`src/rtl/bus_switch_if.sv`:
```
// Two-master / two-slave bus bundle seen by the bus switch.
interface bus_switch_if #(
    parameter int unsigned AW = 16,
    parameter int unsigned DW = 8
);
    logic          GRANT0;
    logic          GRANT1;
    logic [AW-1:0] M1_ADDR;
    logic [AW-1:0] M2_ADDR;
    logic [DW-1:0] M1_WDATA;
    logic [DW-1:0] M2_WDATA;
    logic          M1_READ;
    logic          M1_WRITE;
    logic          M2_READ;
    logic          M2_WRITE;
    logic [DW-1:0] M_RDATA;
    logic          M1_DONE;
    logic          M2_DONE;
    logic          M1_ERR;
    logic          M2_ERR;
    logic [AW-1:0] S_ADDR;
    logic [DW-1:0] S_WDATA;
    logic          S_READ;
    logic          S_WRITE;
    logic          S_SEL_MEM;
    logic          S_SEL_PER;
    logic [DW-1:0] S_RDATA;
    logic          S_READY;

    // Switch side: takes requests and slave responses, drives everything else.
    modport slave (
        input  GRANT0, GRANT1, M1_ADDR, M2_ADDR, M1_WDATA, M2_WDATA,
               M1_READ, M1_WRITE, M2_READ, M2_WRITE, S_RDATA, S_READY,
        output M_RDATA, M1_DONE, M2_DONE, M1_ERR, M2_ERR,
               S_ADDR, S_WDATA, S_READ, S_WRITE, S_SEL_MEM, S_SEL_PER
    );

    // Environment side: masters, arbiter and slaves.
    modport master (
        output GRANT0, GRANT1, M1_ADDR, M2_ADDR, M1_WDATA, M2_WDATA,
               M1_READ, M1_WRITE, M2_READ, M2_WRITE, S_RDATA, S_READY,
        input  M_RDATA, M1_DONE, M2_DONE, M1_ERR, M2_ERR,
               S_ADDR, S_WDATA, S_READ, S_WRITE, S_SEL_MEM, S_SEL_PER
    );
endinterface

```
`src/rtl/bus_switch.sv`:
```
// Bus switch: routes one granted master transfer to memory or peripheral,
// with wait-cycle timeout and single-shot DONE/ERR completion.
module bus_switch #(
    parameter int unsigned   AW       = 16,
    parameter int unsigned   DW       = 8,
    parameter int unsigned   TO_CYC   = 16,
    parameter logic [AW-1:0] PER_BASE = AW'(16'hF000)
) (
    input logic         clk,
    input logic         rst,
    bus_switch_if.slave bus
);
    localparam int unsigned CW = 8;

    typedef enum logic [1:0] {IDLE, XFER, RESP, REL} state_t;
    typedef enum logic [1:0] {OWN_NONE, OWN_M1, OWN_M2} owner_t;

    state_t        state_q, state_d;
    owner_t        owner_q, owner_d;
    logic [CW-1:0] cnt_q, cnt_d;
    logic          err_q, err_d;
    logic [DW-1:0] m_rdata_q, m_rdata_d;
    logic          m1_done_q, m1_done_d, m2_done_q, m2_done_d;
    logic          m1_err_q, m1_err_d, m2_err_q, m2_err_d;
    logic [AW-1:0] s_addr_q, s_addr_d;
    logic [DW-1:0] s_wdata_q, s_wdata_d;
    logic          s_read_q, s_read_d, s_write_q, s_write_d;
    logic          s_sel_mem_q, s_sel_mem_d, s_sel_per_q, s_sel_per_d;

    logic          pick_m1, pick_m2, req_write, owner_req;
    logic [AW-1:0] req_addr;
    logic [DW-1:0] req_wdata;

    // Request selection: master 1 wins a double grant; write wins read+write.
    always_comb begin
        pick_m1   = bus.GRANT0 & (bus.M1_READ | bus.M1_WRITE);
        pick_m2   = ~pick_m1 & bus.GRANT1 & (bus.M2_READ | bus.M2_WRITE);
        req_addr  = pick_m1 ? bus.M1_ADDR  : bus.M2_ADDR;
        req_wdata = pick_m1 ? bus.M1_WDATA : bus.M2_WDATA;
        req_write = pick_m1 ? bus.M1_WRITE : bus.M2_WRITE;
        owner_req = 1'b0;
        if (owner_q == OWN_M1) owner_req = bus.M1_READ | bus.M1_WRITE;
        if (owner_q == OWN_M2) owner_req = bus.M2_READ | bus.M2_WRITE;
    end

    // Next state and next values of every registered output.
    always_comb begin
        state_d     = state_q;
        owner_d     = owner_q;
        cnt_d       = cnt_q;
        err_d       = err_q;
        m_rdata_d   = m_rdata_q;
        m1_done_d   = 1'b0;
        m2_done_d   = 1'b0;
        m1_err_d    = 1'b0;
        m2_err_d    = 1'b0;
        s_addr_d    = '0;
        s_wdata_d   = '0;
        s_read_d    = 1'b0;
        s_write_d   = 1'b0;
        s_sel_mem_d = 1'b0;
        s_sel_per_d = 1'b0;
        case (state_q)
            IDLE: begin
                if (pick_m1 || pick_m2) begin
                    state_d     = XFER;
                    owner_d     = pick_m1 ? OWN_M1 : OWN_M2;
                    cnt_d       = '0;
                    err_d       = 1'b0;
                    s_addr_d    = req_addr;
                    s_wdata_d   = req_wdata;
                    s_write_d   = req_write;
                    s_read_d    = ~req_write;
                    s_sel_per_d = (req_addr >= PER_BASE);
                    s_sel_mem_d = ~(req_addr >= PER_BASE);
                end
            end
            XFER: begin
                if (bus.S_READY) begin
                    state_d   = RESP;
                    m1_done_d = (owner_q == OWN_M1);
                    m2_done_d = (owner_q == OWN_M2);
                    if (s_read_q) m_rdata_d = bus.S_RDATA;
                end else if (cnt_q == CW'(TO_CYC - 1)) begin
                    state_d  = RESP;
                    err_d    = 1'b1;
                    m1_err_d = (owner_q == OWN_M1);
                    m2_err_d = (owner_q == OWN_M2);
                end else begin
                    cnt_d       = cnt_q + CW'(1);
                    s_addr_d    = s_addr_q;
                    s_wdata_d   = s_wdata_q;
                    s_read_d    = s_read_q;
                    s_write_d   = s_write_q;
                    s_sel_mem_d = s_sel_mem_q;
                    s_sel_per_d = s_sel_per_q;
                end
            end
            RESP: state_d = REL;
            REL: begin
                if (!owner_req) begin
                    state_d = IDLE;
                    owner_d = OWN_NONE;
                    err_d   = 1'b0;
                end
            end
            default: state_d = IDLE;
        endcase
    end

    // State and output registers; reset clears everything immediately.
    always_ff @(posedge clk or posedge rst) begin
        if (rst) begin
            state_q     <= IDLE;
            owner_q     <= OWN_NONE;
            cnt_q       <= '0;
            err_q       <= 1'b0;
            m_rdata_q   <= '0;
            m1_done_q   <= 1'b0;
            m2_done_q   <= 1'b0;
            m1_err_q    <= 1'b0;
            m2_err_q    <= 1'b0;
            s_addr_q    <= '0;
            s_wdata_q   <= '0;
            s_read_q    <= 1'b0;
            s_write_q   <= 1'b0;
            s_sel_mem_q <= 1'b0;
            s_sel_per_q <= 1'b0;
        end else begin
            state_q     <= state_d;
            owner_q     <= owner_d;
            cnt_q       <= cnt_d;
            err_q       <= err_d;
            m_rdata_q   <= m_rdata_d;
            m1_done_q   <= m1_done_d;
            m2_done_q   <= m2_done_d;
            m1_err_q    <= m1_err_d;
            m2_err_q    <= m2_err_d;
            s_addr_q    <= s_addr_d;
            s_wdata_q   <= s_wdata_d;
            s_read_q    <= s_read_d;
            s_write_q   <= s_write_d;
            s_sel_mem_q <= s_sel_mem_d;
            s_sel_per_q <= s_sel_per_d;
        end
    end

    assign bus.M_RDATA   = m_rdata_q;
    assign bus.M1_DONE   = m1_done_q;
    assign bus.M2_DONE   = m2_done_q;
    assign bus.M1_ERR    = m1_err_q;
    assign bus.M2_ERR    = m2_err_q;
    assign bus.S_ADDR    = s_addr_q;
    assign bus.S_WDATA   = s_wdata_q;
    assign bus.S_READ    = s_read_q;
    assign bus.S_WRITE   = s_write_q;
    assign bus.S_SEL_MEM = s_sel_mem_q;
    assign bus.S_SEL_PER = s_sel_per_q;
endmodule

```
`src/flat_wrapper.sv`:
```
// flat-port wrapper written by rule: the top's interface ports become plain ports
module bus_switch_flat 
#(
    parameter int unsigned   AW       = 16,
    parameter int unsigned   DW       = 8,
    parameter int unsigned   TO_CYC   = 16,
    parameter logic [AW-1:0] PER_BASE = AW'(16'hF000)
)
  (clk, rst, bus_GRANT0, bus_GRANT1, bus_M1_ADDR, bus_M2_ADDR, bus_M1_WDATA, bus_M2_WDATA, bus_M1_READ, bus_M1_WRITE, bus_M2_READ, bus_M2_WRITE, bus_S_RDATA, bus_S_READY, bus_M_RDATA, bus_M1_DONE, bus_M2_DONE, bus_M1_ERR, bus_M2_ERR, bus_S_ADDR, bus_S_WDATA, bus_S_READ, bus_S_WRITE, bus_S_SEL_MEM, bus_S_SEL_PER);
  bus_switch_if #(.AW(AW), .DW(DW)) bus_i ();
  input logic clk;
  input logic rst;
  input wire logic [$bits(bus_i.GRANT0)-1:0] bus_GRANT0;
  input wire logic [$bits(bus_i.GRANT1)-1:0] bus_GRANT1;
  input wire logic [$bits(bus_i.M1_ADDR)-1:0] bus_M1_ADDR;
  input wire logic [$bits(bus_i.M2_ADDR)-1:0] bus_M2_ADDR;
  input wire logic [$bits(bus_i.M1_WDATA)-1:0] bus_M1_WDATA;
  input wire logic [$bits(bus_i.M2_WDATA)-1:0] bus_M2_WDATA;
  input wire logic [$bits(bus_i.M1_READ)-1:0] bus_M1_READ;
  input wire logic [$bits(bus_i.M1_WRITE)-1:0] bus_M1_WRITE;
  input wire logic [$bits(bus_i.M2_READ)-1:0] bus_M2_READ;
  input wire logic [$bits(bus_i.M2_WRITE)-1:0] bus_M2_WRITE;
  input wire logic [$bits(bus_i.S_RDATA)-1:0] bus_S_RDATA;
  input wire logic [$bits(bus_i.S_READY)-1:0] bus_S_READY;
  output wire logic [$bits(bus_i.M_RDATA)-1:0] bus_M_RDATA;
  output wire logic [$bits(bus_i.M1_DONE)-1:0] bus_M1_DONE;
  output wire logic [$bits(bus_i.M2_DONE)-1:0] bus_M2_DONE;
  output wire logic [$bits(bus_i.M1_ERR)-1:0] bus_M1_ERR;
  output wire logic [$bits(bus_i.M2_ERR)-1:0] bus_M2_ERR;
  output wire logic [$bits(bus_i.S_ADDR)-1:0] bus_S_ADDR;
  output wire logic [$bits(bus_i.S_WDATA)-1:0] bus_S_WDATA;
  output wire logic [$bits(bus_i.S_READ)-1:0] bus_S_READ;
  output wire logic [$bits(bus_i.S_WRITE)-1:0] bus_S_WRITE;
  output wire logic [$bits(bus_i.S_SEL_MEM)-1:0] bus_S_SEL_MEM;
  output wire logic [$bits(bus_i.S_SEL_PER)-1:0] bus_S_SEL_PER;
  assign bus_i.GRANT0 = bus_GRANT0;
  assign bus_i.GRANT1 = bus_GRANT1;
  assign bus_i.M1_ADDR = bus_M1_ADDR;
  assign bus_i.M2_ADDR = bus_M2_ADDR;
  assign bus_i.M1_WDATA = bus_M1_WDATA;
  assign bus_i.M2_WDATA = bus_M2_WDATA;
  assign bus_i.M1_READ = bus_M1_READ;
  assign bus_i.M1_WRITE = bus_M1_WRITE;
  assign bus_i.M2_READ = bus_M2_READ;
  assign bus_i.M2_WRITE = bus_M2_WRITE;
  assign bus_i.S_RDATA = bus_S_RDATA;
  assign bus_i.S_READY = bus_S_READY;
  assign bus_M_RDATA = bus_i.M_RDATA;
  assign bus_M1_DONE = bus_i.M1_DONE;
  assign bus_M2_DONE = bus_i.M2_DONE;
  assign bus_M1_ERR = bus_i.M1_ERR;
  assign bus_M2_ERR = bus_i.M2_ERR;
  assign bus_S_ADDR = bus_i.S_ADDR;
  assign bus_S_WDATA = bus_i.S_WDATA;
  assign bus_S_READ = bus_i.S_READ;
  assign bus_S_WRITE = bus_i.S_WRITE;
  assign bus_S_SEL_MEM = bus_i.S_SEL_MEM;
  assign bus_S_SEL_PER = bus_i.S_SEL_PER;
  bus_switch #(.AW(AW), .DW(DW), .TO_CYC(TO_CYC), .PER_BASE(PER_BASE)) u_core (.clk(clk), .rst(rst), .bus(bus_i));
endmodule
```
`config.mk`:
```
export PLATFORM = sky130hd
export DESIGN_NAME = bus_switch_flat
export DESIGN_NICKNAME = d
export VERILOG_FILES = /design/src/rtl/bus_switch_if.sv /design/src/rtl/bus_switch.sv /design/src/flat_wrapper.sv
export SDC_FILE = /design/constraint.sdc
export NUM_CORES = 1
export LEC_CHECK = 0
export CORE_MARGIN = 1.5
export CORE_UTILIZATION = 40
export CTS_CLUSTER_SIZE = 16
export DETAILED_ROUTE_END_ITERATION = 10
export GPL_TIMING_DRIVEN = 0
export PLACE_DENSITY_LB_ADDON = 0.2
export SLEW_MARGIN = 20
export SYNTH_ARGS = -nofsm -noshare
export SYNTH_HDL_FRONTEND = slang
export SYNTH_SLANG_ARGS = --single-unit
export TNS_END_PERCENT = 10
```
`constraint.sdc`:
```
create_clock -name clk -period 2.85 [get_ports clk]
set_clock_uncertainty 0.05 [all_clocks]
set_input_delay 0.855 -clock clk [delete_from_list [all_inputs] [get_ports clk]]
set_output_delay 0.855 -clock clk [all_outputs]
set_load 0.01 [all_outputs]
```
**Word-level counts from Yosys, hierarchy flattened**

Index checks and enable logic that the tools add are counted.

- Register bits after elaboration: 52
- Output and inout port bits: 40

- $add $sub $neg: 1
- Order comparisons: 1
- Eq/ne operators: 11
- Multiplexer cells: 45
- Bitwise logic cells: 8
- Reduce and logical (&&, ||, !) cells: 8

Operators by type and width:

| operator | number |
|---|---|
| $mux 16 | 4 |
| $mux 8 | 7 |
| $pmux 16 s2 | 1 |
| $pmux 8 s2 | 2 |
| $mux 1 | 19 |
| $ge 16x16->1 const B | 1 |
| $mux 2 | 6 |
| $reduce_and 3->1 | 3 |
| $add 8x1->8 const B | 1 |
| $eq 8x4->1 const B | 1 |
| $pmux 1 s2 | 4 |
| $pmux 2 s4 | 1 |
| $eq 2x2->1 const B | 3 |
| $ne 2x2->1 const B | 3 |
| $eq 2x1->1 const B | 2 |
| $pmux 2 s2 | 1 |
| $reduce_and 4->1 | 1 |
| $reduce_bool 2->1 | 2 |
| $and 1x1->1 | 3 |
| $ne 3x2->1 const B | 1 |
| $not 1->1 | 3 |
| $logic_not 2->1 | 1 |
| $ne 2x1->1 const B | 1 |
| $or 1x1->1 | 2 |
| $logic_or 1x1->1 | 1 |

**Logic depth before layout (Yosys ltp)**

Gate-level depths: netlist (run 1).

- Word-level depth: 8
- Depth in mapped cells: 9
- Mapped depth without buffers: 6

**Least setup slack after synthesis (run 1)**

OpenSTA, ideal clock, no wires.

- Kind: in2reg
- Start point: input port bus_M1_WRITE
- End point: register u_core.state_q[1]
- Setup time: 0.125 ns
- Arrival time: 1.849 ns
- Setup slack: 0.826 ns
- Stages on the path: 5
- Buffers on the path: 1
- Cell sequence: o21ai_1 and3_1 buf_2 a211o_1 mux2_4

- Cells in the longest elaborated chain, start to end: 8
- Elaborated cells between the ends (all ways): 11
- Those cells by class: eq/ne (2); mux (2); bitwise (5); reduce/logical (2)

Ends and longest elaborated chain:

| element | line | source |
|---|---|---|
| start, declared | flat_wrapper.sv:20 | `input wire logic [$bits(bus_i.M1_WRITE)-1:0] bus_M1_WRITE;` |
| $or 1x1->1 (*) | bus_switch.sv:36, bus_switch.sv:42 |  |
| $and 1x1->1 | bus_switch.sv:36 | `pick_m1 = bus.GRANT0 & (bus.M1_READ \| bus.M1_WRITE);` |
| $not 1->1 | bus_switch.sv:37 | `pick_m2 = ~pick_m1 & bus.GRANT1 & (bus.M2_READ \| bus.M2_WRITE);` |
| $and 1x1->1 (2 in series) | bus_switch.sv:37 |  |
| $logic_or 1x1->1 | bus_switch.sv:65 | `if (pick_m1 \|\| pick_m2) begin` |
| $ne 2x1->1 (no line) | n/a |  |
| $reduce_and 3->1 (no line) (*) | n/a |  |
| end signal, assigned | bus_switch.sv:130 | `state_q <= state_d;` |
| end, declared | bus_switch.sv:18 | `state_t state_q, state_d;` |

Every way passes the cells marked *; elsewhere a longest branch is shown, timed or not.
A chain may end at the register's enable or synchronous reset.

**Final worst setup path (run 1)**

- Start point: input port bus_S_READY
- End point: register u_core.s_addr_q[13], in the netlist u_core.bus.S_ADDR[13]

- Cells in the longest elaborated chain, start to end: 2
- Elaborated cells between the ends (all ways): 3
- Those cells by class: eq/ne (1); mux (2)

Ends and longest elaborated chain:

| element | line | source |
|---|---|---|
| start, declared | flat_wrapper.sv:24 | `input wire logic [$bits(bus_i.S_READY)-1:0] bus_S_READY;` |
| $mux 16 | bus_switch.sv:79 | `if (bus.S_READY) begin` |
| $pmux 16 s2 | bus_switch.sv:63 | `case (state_q)` |
| end signal, assigned | bus_switch.sv:139 | `s_addr_q <= s_addr_d;` |
| end, declared | bus_switch.sv:25 | `logic [AW-1:0] s_addr_q, s_addr_d;` |

Parallel ways exist; a longest one is shown, timed or not.

==> results_dict.tcl, run 1 <==
set metrics [dict create \
    outcome "completed" \
    syn-instance-count 240 \
    start_util 0.421 \
    yosys-mux-area-fraction 0.145 \
    min_path_type "flop to flop" \
    clk_transition_reported_paths_ns 0.10 \
    dpl.cell_count 420 \
    numClockSinks 52 \
    proportion_of_register_bits_with_asynchronous_set_or_reset_after_synthesis 1.00 \
    area_fraction_in_and_or_nand_and_nor_cells_after_synthesis 0.118 \
    final-setup-viol-count 0 \
    wl_per_cell_um 14.2 \
    synth_top_area_share 0.516 \
    core_area_mm2 0.00599 \
    cap_violations 0 \
    number_of_antenna_violations_at_the_first_check_in_global_routing 0 \
    number_of_enable_type_register_cells_in_the_synthesized_netlist 0 \
    pin_count 105 \
    timing.critical_path.cells "clkdlybuf4s50_1 -> nand2b_1 -> buf_2 -> a21oi_2 -> clkbuf_1 -> nand2_1 -> o21ai_0" \
    cp-end-kind "flop" \
    crit_buf_inv 3 \
    yosys_most_used_dff "sky130_fd_sc_hd__dfrtp_1" \
    cts_tree "built" \
    die_x_um 82.4 \
    p_leak_nw 1.69 \
    slew_violations 0 \
    grt_max_degree 33 \
    maxClockFrequency_mhz 399 \
    via_count_of_the_first_global_routing_pass 2124 \
    library_cell_with_the_largest_summed_area_after_synthesis "sky130_fd_sc_hd__dfrtp_1" \
    syn_nets 310 \
    tritoncts.num_buffers 5 \
    layout.filler_cells 511 \
    ctsHoldBuffers 0 \
    place_ws_ns 0.0383 \
    finalHoldViolations 0 \
    gp_routability_congestion 0.840 \
    drt_iter0_drc 101 \
    synth_xor_area_frac 0 \
    slowest_delay_ns 0.51 \
    power.density_cell_area_mw_per_mm2 671 \
    worstMarginPinSlew_ns 0.467 \
    cts_buffer_depth 2 \
    synth_area_leaders "sky130_fd_sc_hd__dfrtp_1 52%, sky130_fd_sc_hd__mux2i_1 10%, sky130_fd_sc_hd__o21ai_0 5.4%, sky130_fd_sc_hd__nand2_1 4.6%, sky130_fd_sc_hd__mux2_2 3.6%" \
    maxSlewHeadroom 0.688 \
    cts.repair.resized 0 \
    port_buffers 104 \
    synth_compound_area_frac 0.158 \
    combinational_family_with_the_most_area_after_synthesis "compound AO/OA/AOI/OAI gates" \
    placementRows 28 \
    cts_root_buffer "sky130_fd_sc_hd__clkbuf_8" \
    critical_path.top_delay_family "buffers and inverters" \
    routed_wirelength_mm 6.06 \
    rsz0062_at_grt "no" \
    finalCritPeriodShare 0.879 \
    detail_route.vias_per_cell 5.13 \
    vdd_ir_drop_max_v 0.000319 \
    dp.final_hpwl_mm 4.64 \
    finalSetupTns_ns 0 \
    timing.critical_path.arrival_ns 2.68 \
    power.share.combinational 0.423 \
    layout-drive-gt1-share 0.0907 \
    power_switching_share 0.341 \
    worst-endpoint-required_ns 3.03 \
    synth_seq_cells 52 \
    cp_slowest_cell "sky130_fd_sc_hd__clkdlybuf4s50_1" \
    areaGrowthSynthToFinish_pct 49.5 \
    drc 0 \
    setup.worst_path.class "input port to flop" \
    antenna_cells 0 \
    die_h_um 82.4 \
    global_route.overflow_total 0 \
    route.vias.total 2196 \
    synth-warning-count 0 \
    post_synthesis_cell_type_count 39 \
    synth_fa_ha_area_frac 0.0248 \
    mappedNetlistArea_mm2 0.00252 \
    power.internal_w 0.00167 \
    synth-seq-area-share 0.516 \
    globalRouteTotalUtil 0.192 \
    drt_pass1_iterations 4 \
    pwr-share-seq 0.401 \
    wire_length_of_the_first_global_routing_pass_mm 9.87 \
    post_synth.cell_area_avg_um2 10.5 \
    critical_path.max_fanout 10 \
    post-cts-setup-buffer-count 0 \
    layout.cells.non_filler 428 \
    p_clk_frac 0.177 \
    floorplan.die_area_mm2 0.00679 \
    cp-start-kind "input port" \
    p_sw_w 0.000862 \
    finalWorstSetupSlack_ns 0.346 \
    cts-htree-levels 2 \
    insertion_delay_ns 0.31 \
    fin_crit_ns 2.50 \
    drt.antenna.violating_nets 0 \
    layout.nets 422 \
]
[power groups by stage]
stage                     clock [W]  sequential (W)  combinational (W)
after global routing       0.000484         0.00104            0.00118
after CTS                  0.000459         0.00101            0.00108
after floorplan                   0         0.00108           0.000508
after global placement            0         0.00102            0.00105
final                      0.000447         0.00101            0.00107
after detailed placement          0         0.00103            0.00108
[cell usage after synthesis, types with 3 or more instances]
cell type                  instances
sky130_fd_sc_hd__a21o_1            3
sky130_fd_sc_hd__a21oi_1           6
sky130_fd_sc_hd__a22o_1            3
sky130_fd_sc_hd__a31oi_1           7
sky130_fd_sc_hd__and3_1            4
sky130_fd_sc_hd__buf_2             7
sky130_fd_sc_hd__clkbuf_1          3
sky130_fd_sc_hd__dfrtp_1          52
sky130_fd_sc_hd__ha_1              5
sky130_fd_sc_hd__inv_1             9
sky130_fd_sc_hd__mux2_2            8
sky130_fd_sc_hd__mux2i_1          26
sky130_fd_sc_hd__nand2_1          31
sky130_fd_sc_hd__nand2b_1          3
sky130_fd_sc_hd__nand3_1           4
sky130_fd_sc_hd__nand4_1           3
sky130_fd_sc_hd__nor2_1           11
sky130_fd_sc_hd__o21ai_0          27
[per-stage QoR]
| step | instance area (um2) | utilization | hold slack (ns) | total power [W] |
|---|---|---|---|---|
| 3_3_place_gp | 3660 | 0.610 | 0.410 | 0.00207 |
| 5_1_grt | 3770 | 0.629 | 0.451 | 0.00271 |
| 4_1_cts | 3770 | 0.629 | 0.441 | 0.00256 |
| 2_1_floorplan | 2520 | - | 0.415 | 0.00159 |
| 6_report | 3770 | 0.629 | 0.433 | 0.00253 |
| 3_5_place_dp | 3680 | 0.614 | 0.419 | 0.00211 |
[kinds of logic (layout without fill, tap and decap cells)]
family / Yosys count / count (layout)
mux: 35 / 35
compound gates: 64 / 64
flops: 52 / 52
buf+inv: 22 / 135
simple gates: 62 / 62
fa+ha+maj: 5 / 5
[sequential cells by signal (all words and copies together) (netlist names), 2 cells and up]
signal	cells
u_core.bus.S_ADDR	16
u_core.state_q	2
u_core.bus.S_WDATA	8
u_core.cnt_q	8
u_core.bus.M_RDATA	8
u_core.owner_q	2
[worst paths after layout]
kind | from | end | slack, ns | depth (start not counted)
worst max register to register | u_core.state_q[1] | u_core.bus.S_ADDR[13] | 0.68 | 9
worst min-delay path | u_core.bus.S_ADDR[7] | u_core.bus.S_ADDR[7] | 0.43 | 2
worst min register to register | u_core.bus.S_ADDR[7] | u_core.bus.S_ADDR[7] | 0.43 | 2
worst max-delay path | bus_S_READY | u_core.bus.S_ADDR[13] | 0.35 | 7
max in group asynchronous | rst | u_core.bus.S_ADDR[1] | 1.39 | 3
min in group asynchronous | rst | u_core.bus.M_RDATA[6] | 0.83 | 2
[placed cells by master, fill, tap and decap left out, types with 3 or more instances in the layout]
| master | n |
|---|---|
| sky130_fd_sc_hd__nand2b_1 | 3 |
| sky130_fd_sc_hd__nand3_1 | 4 |
| sky130_fd_sc_hd__a21o_1 | 3 |
| sky130_fd_sc_hd__clkdlybuf4s50_1 | 104 |
| sky130_fd_sc_hd__nand2_1 | 31 |
| sky130_fd_sc_hd__clkbuf_1 | 4 |
| sky130_fd_sc_hd__nor2_1 | 11 |
| sky130_fd_sc_hd__mux2i_1 | 26 |
| sky130_fd_sc_hd__ha_1 | 5 |
| sky130_fd_sc_hd__mux2_2 | 8 |
| sky130_fd_sc_hd__a31oi_1 | 7 |
| sky130_fd_sc_hd__clkbuf_8 | 6 |
| sky130_fd_sc_hd__a21oi_1 | 6 |
| sky130_fd_sc_hd__buf_2 | 7 |
| sky130_fd_sc_hd__dfrtp_1 | 52 |
| sky130_fd_sc_hd__nand4_1 | 3 |
| sky130_fd_sc_hd__and3_1 | 4 |
| sky130_fd_sc_hd__a22o_1 | 3 |
| sky130_fd_sc_hd__o21ai_0 | 27 |
| sky130_fd_sc_hd__inv_1 | 8 |
[layer usage]
metal	vias up	global-route usage	share of wire	wire length, um
met5	-	0	0	0
met4	0	0.0644	0.012	74
met3	7	0.0692	0.075	455
met2	63	0.310	0.49	2990
met1	1038	0.236	0.42	2540
li1	1088	-	-	-
[tightest hold or removal path: cells and delay by family (launching register included)]
kind             cells  cell delay (ns)
AO/OA/AOI/OAI        1             0.06
flip-flops           1             0.35
AND/OR/NAND/NOR      1             0.04
[area by class of cell]
type,count,area [um2],share of cell area
clock inverters,1,7.51,0.00199
plain buffers,13,63.8,0.0169
well taps,75,93.8,0.0249
clock buffers,7,86.3,0.0229
repair buffers,105,1060,0.281
multi-input cells,166,1120,0.298
inverters,9,33.8,0.00896
flip-flops and latches,52,1300,0.345
(Power assumes the default switching activity.)
==> run 2: changes to the inputs <==
--- a/config.mk
+++ b/config.mk
@@ -5,6 +5,7 @@
 export SDC_FILE = /design/constraint.sdc
 export NUM_CORES = 1
 export LEC_CHECK = 0
+export CORE_ASPECT_RATIO = 0.8
 export CORE_MARGIN = 1.5
 export CORE_UTILIZATION = 40
 export CTS_CLUSTER_SIZE = 16
@@ -15,4 +16,3 @@
 export SYNTH_ARGS = -nofsm -noshare
 export SYNTH_HDL_FRONTEND = slang
 export SYNTH_SLANG_ARGS = --single-unit
-export TNS_END_PERCENT = 10
==> constraint.sdc (replaced) <==
create_clock -name clk -period 2.6 [get_ports clk]
set_clock_uncertainty 0.05 [all_clocks]
set_input_delay 0.78 -clock clk [delete_from_list [all_inputs] [get_ports clk]]
set_output_delay 0.78 -clock clk [all_outputs]
set_load 0.01 [all_outputs]
==> run 2 against run 1 <==
Non-clock buffer count is the same. Die area hardly changed. Largest cell class unchanged. Clock-buffer cell count unchanged.
==> results_dict.tcl, run 2 (synthesized netlist as in run 1, its figures left out) <==
set metrics [dict create \
    global_route.overflow_total 0 \
    drc 0 \
    placed_area_mm2 0.00368 \
    maxSlewHeadroom 0.693 \
    p_sw_w 0.000940 \
    dr_wl_met3_um 562 \
    largest_reg_flops 16 \
    numClockSinks 52 \
    timing.critical_path.arrival_ns 2.62 \
    critical_path.max_fanout 10 \
    layout.cells.most_common "sky130_fd_sc_hd__clkdlybuf4s50_1" \
    drt_pass1_iterations 4 \
    cp-start-kind "input port" \
    wl_per_cell_um 14.1 \
    power.share.combinational 0.426 \
    core_area_mm2 0.00601 \
    cts-htree-levels 2 \
    drt_iter0_drc 72 \
    finalHoldViolations 0 \
    finalInstanceArea_mm2 0.00378 \
    detail_route.vias_per_cell 5.15 \
    areaGrowthSynthToFinish_pct 49.9 \
    cp-end-kind "flop" \
    cts_root_buffer "sky130_fd_sc_hd__clkbuf_8" \
    place_ws_ns -0.133 \
    antenna_cells 0 \
    mostFrequentLayoutCells "104 x sky130_fd_sc_hd__clkdlybuf4s50_1, 52 x sky130_fd_sc_hd__dfrtp_1, 31 x sky130_fd_sc_hd__nand2_1" \
    gp_routability_congestion 0.830 \
    fin_crit_ns 2.45 \
    top_layer "met4" \
    number_of_antenna_violations_at_the_first_check_in_global_routing 0 \
    post-layout-total-power_w 0.00277 \
    post-cts-setup-buffer-count 0 \
    maxClockFrequency_mhz 409 \
    die_x_um 91.8 \
    ctsHoldBuffers 0 \
    globalRouteTotalUtil 0.185 \
    placementRows 25 \
    pwr-share-seq 0.403 \
    tritoncts.num_buffers 5 \
    power.density_cell_area_mw_per_mm2 733 \
    layout.nets 422 \
    rsz0062_at_grt "no" \
    min_path_type "flop to flop" \
    final-setup-viol-count 0 \
    via_count_of_the_first_global_routing_pass 2123 \
    wire_length_of_the_first_global_routing_pass_mm 9.86 \
    p_leak_nw 1.70 \
    grt_max_degree 33 \
    port_buffers 104 \
    die_h_um 74.0 \
    drt.antenna.violating_nets 0 \
    insertion_delay_ns 0.30 \
    worst-endpoint-required_ns 2.78 \
    p_clk_frac 0.171 \
    routed_wirelength_mm 6.12 \
    wl_on_met1_mm 2.60 \
    cts_buffer_depth 2 \
    detailroute.wirelength.met2_mm 2.92 \
    layout-drive-gt1-share 0.0935 \
    floorplan.die_area_mm2 0.00679 \
    pin_count 105 \
    power_switching_share 0.339 \
    layout.core_utilization 0.629 \
    clk_transition_reported_paths_ns 0.09 \
    setup.worst_path.class "input port to flop" \
    finalWorstSetupSlack_ns 0.154 \
    outcome "completed" \
    cap_violations 0 \
    start_util 0.420 \
    power.internal_w 0.00183 \
    dp.final_hpwl_mm 4.74 \
    vdd_ir_drop_max_v 0.000294 \
    worstMarginPinSlew_ns 0.461 \
    cts_tree "built" \
    slew_violations 0 \
    finalCritPeriodShare 0.941 \
    route.vias.total 2237 \
]
run 2: cell types whose count changed in the layout (fill, tap and decap cells not counted):
cell / delta
sky130_fd_sc_hd__clkbuf_1: -1
sky130_fd_sc_hd__clkbuf_2: +1
run 2: repair_timing:
item                                   CTS  global route
setup endpoints to repair                0             2
endpoints found under the hold margin    0             0
resized for setup                        0             2
run 2: final cells by class:
cell class	count	area, um2
Tap cell	81	101
Multi-Input combinational cell	166	1120
Clock inverter	1	7.51
Clock buffer	7	86.3
Fill cell	524	2230
Sequential cell	52	1300
Inverter	9	33.8
Buffer	13	65.1
Timing Repair Buffer	105	1060
run 2: worst max-delay path, cell delays in order:
cell and delay, ns:
sky130_fd_sc_hd__clkdlybuf4s50_1 0.50, sky130_fd_sc_hd__nand2b_1 0.18, sky130_fd_sc_hd__buf_2 0.17, sky130_fd_sc_hd__a21oi_2 0.37, sky130_fd_sc_hd__buf_2 0.32, sky130_fd_sc_hd__a31oi_1 0.13
sky130_fd_sc_hd__a31oi_1 0.16
run 2: worst paths after layout:
kind | to | cells past startpoint | slack [ns] | startpoint
max in group asynchronous | u_core.bus.S_WDATA[4] | 3 | 1.24 | rst
worst max-delay path | u_core.cnt_q[4] | 7 | 0.15 | bus_S_READY
min in group asynchronous | u_core.bus.M_RDATA[6] | 2 | 0.76 | rst
worst min-delay path | u_core.bus.S_WDATA[3] | 2 | 0.44 | u_core.bus.S_WDATA[3]
worst min register to register | u_core.bus.S_WDATA[3] | 2 | 0.44 | u_core.bus.S_WDATA[3]
worst max register to register | u_core.cnt_q[4] | 9 | 0.40 | u_core.state_q[1]
run 2: metrics by stage:
stage / TNS, ns / hold WS (ns) / std cells
floorplan: 0 / 0.415 / 240
global placement: -27.67 / 0.411 / 425
detailed placement: -2.20 / 0.419 / 426
CTS: 0 / 0.441 / 434
global route: 0 / 0.456 / 434
finish: 0 / 0.436 / 434
run 2: power by group through the flow:
| stage | clock network [W] | logic (W) | registers [W] |
|---|---|---|---|
| final | 0.000473 | 0.00118 | 0.00112 |
| after global routing | 0.000514 | 0.00130 | 0.00115 |
| after CTS | 0.000492 | 0.00119 | 0.00112 |
| after detailed placement | 0 | 0.00118 | 0.00113 |
| after global placement | 0 | 0.00116 | 0.00112 |
| after floorplan | 0 | 0.000557 | 0.00119 |
run 2: metal layers:
metal | GRT usage | up-vias
met3 | 0.0665 | 4
met2 | 0.307 | 90
met4 | 0.0581 | 0
met5 | 0 | -
li1 | - | 1096
met1 | 0.230 | 1047
